===== src/rtl/regfile_read_unit_if.sv =====
// Bus between the write decoder / decode stage and the register file read unit.
// The slave side is the register file; the master side drives writes and read requests.
interface regfile_read_unit_if #(
    parameter int WIDTH = 16
);
    logic [15:0]      Wordline;
    logic [WIDTH-1:0] WriteData;
    logic [3:0]       SrcReg1;
    logic             ReadEn1;
    logic [3:0]       SrcReg2;
    logic             ReadEn2;
    logic [WIDTH-1:0] SrcData1;
    logic             RdValid1;
    logic [WIDTH-1:0] SrcData2;
    logic             RdValid2;
    logic             WlErr;

    modport master (
        output Wordline, WriteData, SrcReg1, ReadEn1, SrcReg2, ReadEn2,
        input  SrcData1, RdValid1, SrcData2, RdValid2, WlErr
    );

    modport slave (
        input  Wordline, WriteData, SrcReg1, ReadEn1, SrcReg2, ReadEn2,
        output SrcData1, RdValid1, SrcData2, RdValid2, WlErr
    );
endinterface


===== src/rtl/regfile_read_unit.sv =====
// 16-entry register file with one-hot wordline writes, two registered read ports,
// optional write-to-read bypass, R0 hardwired to zero and a sticky malformed-wordline flag.
module regfile_read_unit #(
    parameter int WIDTH  = 16,
    parameter bit BYPASS = 1'b1
) (
    input  logic               clk,
    input  logic               rst_n,
    regfile_read_unit_if.slave bus
);
    localparam int NREG = 16;

    logic [WIDTH-1:0] regs_q [NREG];
    logic [WIDTH-1:0] regs_d [NREG];
    logic [WIDTH-1:0] src_data1_q, src_data1_d;
    logic [WIDTH-1:0] src_data2_q, src_data2_d;
    logic             rd_valid1_q, rd_valid1_d;
    logic             rd_valid2_q, rd_valid2_d;
    logic             wl_err_q, wl_err_d;

    logic             wl_onehot;
    logic             wr_valid;
    logic [3:0]       wr_idx;

    // Priority: R0 reads zero, then same-edge bypass, then stored contents.
    function automatic logic [WIDTH-1:0] read_value(
        input logic [3:0]       addr,
        input logic [WIDTH-1:0] stored,
        input logic             wr_hit,
        input logic [WIDTH-1:0] wdata
    );
        if (addr == 4'd0)
            return '0;
        if (BYPASS && wr_hit)
            return wdata;
        return stored;
    endfunction

    // NOTE: combinational logic uses blocking assignments and gives every output a
    // default first, so no path can leave a variable unassigned and infer a latch.
    always_comb begin
        wr_idx = 4'd0;
        for (int i = 0; i < NREG; i++) begin
            if (bus.Wordline[i])
                wr_idx = 4'(i);
        end
        wl_onehot = (bus.Wordline != 16'd0) &&
                    ((bus.Wordline & (bus.Wordline - 16'd1)) == 16'd0);
        // Bit 0 alone selects R0, which is read-only: discard without error.
        wr_valid  = wl_onehot && !bus.Wordline[0];

        regs_d = regs_q;
        if (wr_valid)
            regs_d[wr_idx] = bus.WriteData;

        wl_err_d = wl_err_q | ((bus.Wordline != 16'd0) && !wl_onehot);

        rd_valid1_d = bus.ReadEn1;
        src_data1_d = src_data1_q;
        if (bus.ReadEn1)
            src_data1_d = read_value(bus.SrcReg1, regs_q[bus.SrcReg1],
                                     wr_valid && (wr_idx == bus.SrcReg1), bus.WriteData);

        rd_valid2_d = bus.ReadEn2;
        src_data2_d = src_data2_q;
        if (bus.ReadEn2)
            src_data2_d = read_value(bus.SrcReg2, regs_q[bus.SrcReg2],
                                     wr_valid && (wr_idx == bus.SrcReg2), bus.WriteData);
    end

    // NOTE: sequential state uses non-blocking assignments so every flop samples
    // the pre-edge values regardless of statement order.
    always_ff @(posedge clk) begin
        if (!rst_n) begin
            // NOTE: the storage array is reset explicitly because registers must
            // read zero after reset; this rules out mapping it onto a RAM macro.
            for (int i = 0; i < NREG; i++)
                regs_q[i] <= '0;
            src_data1_q <= '0;
            src_data2_q <= '0;
            rd_valid1_q <= 1'b0;
            rd_valid2_q <= 1'b0;
            wl_err_q    <= 1'b0;
        end else begin
            regs_q      <= regs_d;
            src_data1_q <= src_data1_d;
            src_data2_q <= src_data2_d;
            rd_valid1_q <= rd_valid1_d;
            rd_valid2_q <= rd_valid2_d;
            wl_err_q    <= wl_err_d;
        end
    end

    assign bus.SrcData1 = src_data1_q;
    assign bus.RdValid1 = rd_valid1_q;
    assign bus.SrcData2 = src_data2_q;
    assign bus.RdValid2 = rd_valid2_q;
    assign bus.WlErr    = wl_err_q;
endmodule


===== src/flat_wrapper.sv =====
// flat-port wrapper written by rule: the top's interface ports become plain ports
module regfile_read_unit_flat 
#(
    parameter int WIDTH  = 16,
    parameter bit BYPASS = 1'b1
)
  (clk, rst_n, bus_Wordline, bus_WriteData, bus_SrcReg1, bus_ReadEn1, bus_SrcReg2, bus_ReadEn2, bus_SrcData1, bus_RdValid1, bus_SrcData2, bus_RdValid2, bus_WlErr);
  regfile_read_unit_if #(.WIDTH(WIDTH)) bus_i ();
  input  logic clk;
  input  logic rst_n;
  input wire logic [$bits(bus_i.Wordline)-1:0] bus_Wordline;
  input wire logic [$bits(bus_i.WriteData)-1:0] bus_WriteData;
  input wire logic [$bits(bus_i.SrcReg1)-1:0] bus_SrcReg1;
  input wire logic [$bits(bus_i.ReadEn1)-1:0] bus_ReadEn1;
  input wire logic [$bits(bus_i.SrcReg2)-1:0] bus_SrcReg2;
  input wire logic [$bits(bus_i.ReadEn2)-1:0] bus_ReadEn2;
  output wire logic [$bits(bus_i.SrcData1)-1:0] bus_SrcData1;
  output wire logic [$bits(bus_i.RdValid1)-1:0] bus_RdValid1;
  output wire logic [$bits(bus_i.SrcData2)-1:0] bus_SrcData2;
  output wire logic [$bits(bus_i.RdValid2)-1:0] bus_RdValid2;
  output wire logic [$bits(bus_i.WlErr)-1:0] bus_WlErr;
  assign bus_i.Wordline = bus_Wordline;
  assign bus_i.WriteData = bus_WriteData;
  assign bus_i.SrcReg1 = bus_SrcReg1;
  assign bus_i.ReadEn1 = bus_ReadEn1;
  assign bus_i.SrcReg2 = bus_SrcReg2;
  assign bus_i.ReadEn2 = bus_ReadEn2;
  assign bus_SrcData1 = bus_i.SrcData1;
  assign bus_RdValid1 = bus_i.RdValid1;
  assign bus_SrcData2 = bus_i.SrcData2;
  assign bus_RdValid2 = bus_i.RdValid2;
  assign bus_WlErr = bus_i.WlErr;
  regfile_read_unit #(.WIDTH(WIDTH), .BYPASS(BYPASS)) u_core (.clk(clk), .rst_n(rst_n), .bus(bus_i));
endmodule

===== config.mk =====
export PLATFORM = sky130hd
export DESIGN_NAME = regfile_read_unit_flat
export DESIGN_NICKNAME = d
export VERILOG_FILES = /design/src/rtl/regfile_read_unit_if.sv /design/src/rtl/regfile_read_unit.sv /design/src/flat_wrapper.sv
export SDC_FILE = /design/constraint.sdc
export NUM_CORES = 1
export LEC_CHECK = 0
export CAP_MARGIN = 20
export CELL_PAD_IN_SITES_DETAIL_PLACEMENT = 1
export CELL_PAD_IN_SITES_GLOBAL_PLACEMENT = 2
export CORE_ASPECT_RATIO = 1.75
export CORE_MARGIN = 2
export CORE_UTILIZATION = 41
export DETAILED_ROUTE_END_ITERATION = 8
export PLACE_DENSITY = 0.88
export SLEW_MARGIN = 15
export SYNTH_ARGS = -nofsm -noshare
export SYNTH_HDL_FRONTEND = slang
export SYNTH_SLANG_ARGS = --single-unit

===== constraint.sdc =====
create_clock -name clk -period 3.75 [get_ports clk]
set_clock_uncertainty 0.15 [all_clocks]
set_input_delay 0.75 -clock clk [delete_from_list [all_inputs] [get_ports clk]]
set_output_delay 0.75 -clock clk [all_outputs]
set_load 0.005 [all_outputs]

* Yosys cells after proc, flatten, opt, wreduce, memory -nomap -nowiden
Cells that the tools add are included.
** Word-level totals
- Register bits after elaboration :: 291
- Output and inout port bits :: 35
- Logic and storage cells :: 87
** Operators by class
- $add $sub $neg :: 1
- $lt $le $gt $ge :: 4
- Eq/ne operators :: 2
- Muxes and demuxes :: 42
- Bitwise logic cells :: 5
- Reductions and logical operators :: 12
** Operator list (count)
- bitwise mux 256 bit :: 1
- two-way mux 16 bit :: 13
- binary-select mux 16 bit (select 4 bit) :: 2
- demux 16 bit (select 4 bit) :: 1
- two-way mux 4 bit :: 14
- bitwise AND 16 bit :: 1
- logical NOT 16 bit :: 1
- nonzero test 16 bit :: 1
- subtractor 16 x 1 -> 16 bit (second input constant) :: 1
- >= comparator 5 bit (second input constant) :: 3
- inverter 4 -> 5 bit :: 3
- two-way mux 1 bit :: 11
- equality test 4 bit :: 2
- logical NOT 4 bit :: 2
- logical AND 1 bit :: 6
- < comparator 5 x 1 -> 1 bit (second input constant) :: 1
- logical NOT 1 bit :: 2
- bitwise OR 1 bit :: 1

* Logic depth before layout (Yosys ltp)
- Word-level depth :: 22
- Depth in mapped cells :: 11
- Depth with buffers taken out :: 7

* Worst setup path before layout
OpenSTA, ideal clock, no wires.
- Kind :: input to register
- Start point :: input bus_Wordline[5]
- End point :: register u_core.src_data1_q[14] (netlist: u_core.bus.SrcData1[14])
- Setup time :: 0.122 ns
- Arrival :: 3.232 ns
- Slack :: 0.246 ns
- Stages :: 10
- Path through :: clkbuf_2 > or4_4 > a2111oi_0 > nor2_1 > nor4_4 > buf_12 > buf_12 > o211ai_4 > buf_6 > a221o_1
** On the way
- Word-level cells in the longest chain between the ends :: 18
- Elaborated cells on any way between the ends :: 25
** Ends and longest elaborated chain
- from (decl) :: line flat_wrapper.sv:11 : input wire logic [$bits(bus_i.Wordline)-1:0] bus_Wordline;
- two-way mux 4 bit (11 in series) :: line regfile_read_unit.sv:44 : if (bus.Wordline[i])
- equality test 4 bit :: line regfile_read_unit.sv:62 : wr_valid && (wr_idx == bus.SrcReg1), bus.WriteData);
- logical AND 1 bit (*) :: line regfile_read_unit.sv:62
- two-way mux 1 bit (2 in series) :: line regfile_read_unit.sv:34 : if (BYPASS && wr_hit)
- two-way mux 1 bit :: line regfile_read_unit.sv:60 : if (bus.ReadEn1)
- two-way mux 16 bit (*) :: line regfile_read_unit.sv:36 : return stored;
- two-way mux 16 bit (*) :: line regfile_read_unit.sv:34
- to (signal assigned) :: line regfile_read_unit.sv:86 : src_data1_q <= src_data1_d;
- to (decl) :: line regfile_read_unit.sv:15 : logic [WIDTH-1:0] src_data1_q, src_data1_d;
Mark *: on every way between the ends. The rest lies on a longest branch, timed or not. The select of a mux whose other input is x is not followed.
A chain may end at the register's enable or synchronous reset.

* Final worst setup path
- Start point :: input bus_Wordline[2]
- End point :: register u_core.regs_q[226] (netlist bit)
** On the way
- Word-level cells in the longest chain between the ends :: 20
- Elaborated cells on any way between the ends :: 27
** Ends and longest elaborated chain
- two-way mux 4 bit (14 in series) :: line regfile_read_unit.sv:44
- inverter 4 -> 5 bit (not written as such) :: line regfile_read_unit.sv:54 : regs_d[wr_idx] = bus.WriteData;
- >= comparator 5 bit (not written as such) or < comparator 5 x 1 -> 1 bit (tied branches) :: line regfile_read_unit.sv:54
- logical AND 1 bit (not written as such) :: line regfile_read_unit.sv:54
- two-way mux 16 bit (not written as such) :: line regfile_read_unit.sv:54
- demux 16 bit (select 4 bit) :: line regfile_read_unit.sv:54
- bitwise mux 256 bit :: line regfile_read_unit.sv:54
- to (signal assigned) :: line regfile_read_unit.sv:85 : regs_q <= regs_d;
- to (decl) :: line regfile_read_unit.sv:13 : logic [WIDTH-1:0] regs_q [NREG];
Parallel ways exist; a longest one is shown, timed or not.

==> results.json <==
{
  "status": "completed",
  "area_growth_pct": 19.0,
  "cts_buffers": 27,
  "drc": 0,
  "fmax_mhz": 280,
  "fin_util_pct": 49.2,
  "min_path_type": "flop to flop",
  "yosys-top-cells-count": "291 x dfxtp_1, 265 x mux2i_1, 155 x nor2b_1, 124 x nand2_1, 122 x mux4_2",
  "totalWireLength_um": 52600,
  "yosys.area_share.simple_pct": 15.6,
  "rsz0062_at_grt": "false",
  "hold_violations": 0,
  "ys_seq_area_share_pct": 37.5,
  "first_pass_iters": 5,
  "clkTransAtPathRegs_ps": 70,
  "place_congestion": 0.856,
  "synthMostInstantiatedCell": "dfxtp_1",
  "startpoint_type": "input port",
  "ys_ff_latch": 291,
  "synth_top_family_by_area": "multiplexers",
  "synth_top_area_cell": "dfxtp_1",
  "avgSynthCellArea_sq_um": 10.9,
  "core_area_sq_mm": 0.0375,
  "peakVddDrop_uv": 334,
  "max-cap-violations": 0,
  "htree_levels": 1,
  "die-area_sq_mm": 0.0395,
  "synth_compound_area_share_pct": 7.30,
  "ioPinCount": 79,
  "worstSetupPathType": "input port to flop",
  "routedWlPerCell_um": 26.2,
  "finish.instance_area_sq_mm": 0.0185,
  "cts-resized-gates": 0,
  "synth_top_cell_area_share_pct": 37.5,
  "cp-end-kind": "flop",
  "period_needed_ps": 3570,
  "cts_root_buffer": "clkbuf_16",
  "critPathRequiredTime_ps": 4070,
  "ys_types": 65,
  "tightest_slew_ps": 841,
  "finalCritPeriodShare_pct": 95.3,
  "grt_pass1_vias": 13100,
  "synth-xor-area-share_pct": 0.113,
  "worstPathArrival_ps": 3890,
  "critPathMaxFanout": 8,
  "async_flop_share_pct": 0,
  "clockBufferDepth": 3,
  "grt_pass1_wl_um": 79200,
  "synthCells": 1419,
  "cp_slowest_stage_delay_ps": 660,
  "cts.sinks": 291,
  "grt_max_degree": 132,
  "crit_path_frequent_cell": "buf_4",
  "cts_tree": "done",
  "dieHeight_um": 261,
  "nets": 1555,
  "die_w_um": 151,
  "vias_per_cell": 6.07,
  "worstSkewPairLatency_ps": 580,
  "cts_hold_buffers": 0,
  "setup_viol": 0,
  "ant_nets": 0,
  "finalMaxSlewViolations": 0,
  "path_cells": "clkdlybuf4s50_1 -> or4_1 -> buf_4 -> nor4_1 -> o2111ai_1 -> nor4_4 -> buf_4 -> nor4b_2 -> buf_4 -> mux2i_1 -> nor2b_1",
  "synth_nets": 1463,
  "synthAdderAreaFrac_pct": 0,
  "synthesis.area_sq_mm": 0.0155,
  "yosysWarnings": 0,
  "slowest_stage": "or4_1",
  "vias": 12200,
  "nFillCells": 3934,
  "synth_edf_count": 0,
  "placedInstanceArea_sq_mm": 0.0176,
  "port_buffers": 78,
  "layout-drive-gt1-share_pct": 21.5,
  "postCtsSetupRepairBufs": 0,
  "antenna_found_initial": 1,
  "maxSlewHeadroom_pct": 44.0,
  "synthFlopType": "dfxtp_1",
  "muxShareOfSynthArea_pct": 35.2,
  "drt_iter0_markers": 903,
  "yosys-top-cells-area": "dfxtp_1 38%, mux4_2 18%, mux2i_1 17%, nor2b_1 6.2%, nand2_1 3.0%",
  "grt.total_usage_pct": 26.8,
  "n_antenna_cell": 0,
  "start_util_pct": 41.4,
  "grt_overflow": 0,
  "dp_hpwl_um": 35100,
  "row_count": 94,
  "power_density_mw_per_mm2": 359,
  "p_leak_nw": 7.33
}
==> metal layers <==
metal  up-vias  share of wire [%]  track usage [%]
li1       5419                  -                -
met1      6225                 38             31.2
met2       410                 50             46.4
met3       149                4.6             3.41
met4         2                6.9             16.6
met5         -              0.025                0
==> registers in the layout, summed over array words and instances (netlist names) <==
signal	cells
u_core.regs_q	256
u_core.bus.SrcData1	16
u_core.bus.SrcData2	16
u_core.bus.RdValid1	1
u_core.bus.RdValid2	1
u_core.bus.WlErr	1
==> layout by cell type (no fill, tap or decap), drive strengths merged, types with 35 or more instances in the layout <==
| master | instances |
|---|---|
| dfxtp | 291 |
| mux2i | 265 |
| nor2b | 155 |
| buf | 126 |
| nand2 | 125 |
| mux4 | 122 |
| clkdlybuf4s50 | 72 |
| o21ai | 58 |
| nand3 | 43 |
| clkbuf | 35 |
==> cell type report <==
type | count | area, sq um | share of cell area (%)
inverter | 5 | 18.8 | 0.102
timing repair buffer | 198 | 2040 | 11.0
sequential | 291 | 5830 | 31.5
clock inverter | 13 | 168 | 0.907
clock buffer | 35 | 756 | 4.09
multi-input combinational | 988 | 9070 | 49.1
tap | 480 | 601 | 3.25
==> logic make-up after synthesis <==
family | after synthesis
AO/OA/AOI/OAI | 161
XOR/XNOR | 2
buffers and inverters | 140
flip-flops | 291
multiplexers | 393
AND/OR/NAND/NOR | 432
==> stage by stage <==
stage	total power, mW	setup WS (ps)	setup TNS (ps)	hold slack, ps	instances
after global placement	3.75	-195	-16290	289	1962
after floorplan	3.49	246	0	276	1419
after global routing	6.82	38.2	0	333	2010
final	6.63	176	0	306	2010
after detailed placement	3.75	-348	-44320	295	1962
after CTS	6.67	222	0	308	2010
==> worst paths after layout <==
| path | to | start | slack (ps) | cells after the start |
|---|---|---|---|---|
| worst max-delay path | u_core.regs_q[226] | bus_Wordline[2] | 180 | 11 |
| worst min-delay path | u_core.bus.SrcData1[1] | u_core.bus.SrcData1[1] | 310 | 2 |
| worst max register to register | u_core.bus.SrcData2[5] | u_core.regs_q[5] | 1690 | 5 |
| worst min register to register | u_core.bus.SrcData1[1] | u_core.bus.SrcData1[1] | 310 | 2 |
==> where the power goes <==
part	switching (mW)	internal, mW
combinational	0.358	0.234
clock	1.30	1.64
sequential	0.00332	3.09
total	1.66	4.97
==> worst max-delay path: cells and delay by family <==
family	cells	cell delay [ps]
compound gates	1	240
buf+inv	4	1100
mux	1	250
simple gates	5	1540
Note: power is estimated with default switching activity, not from simulation.
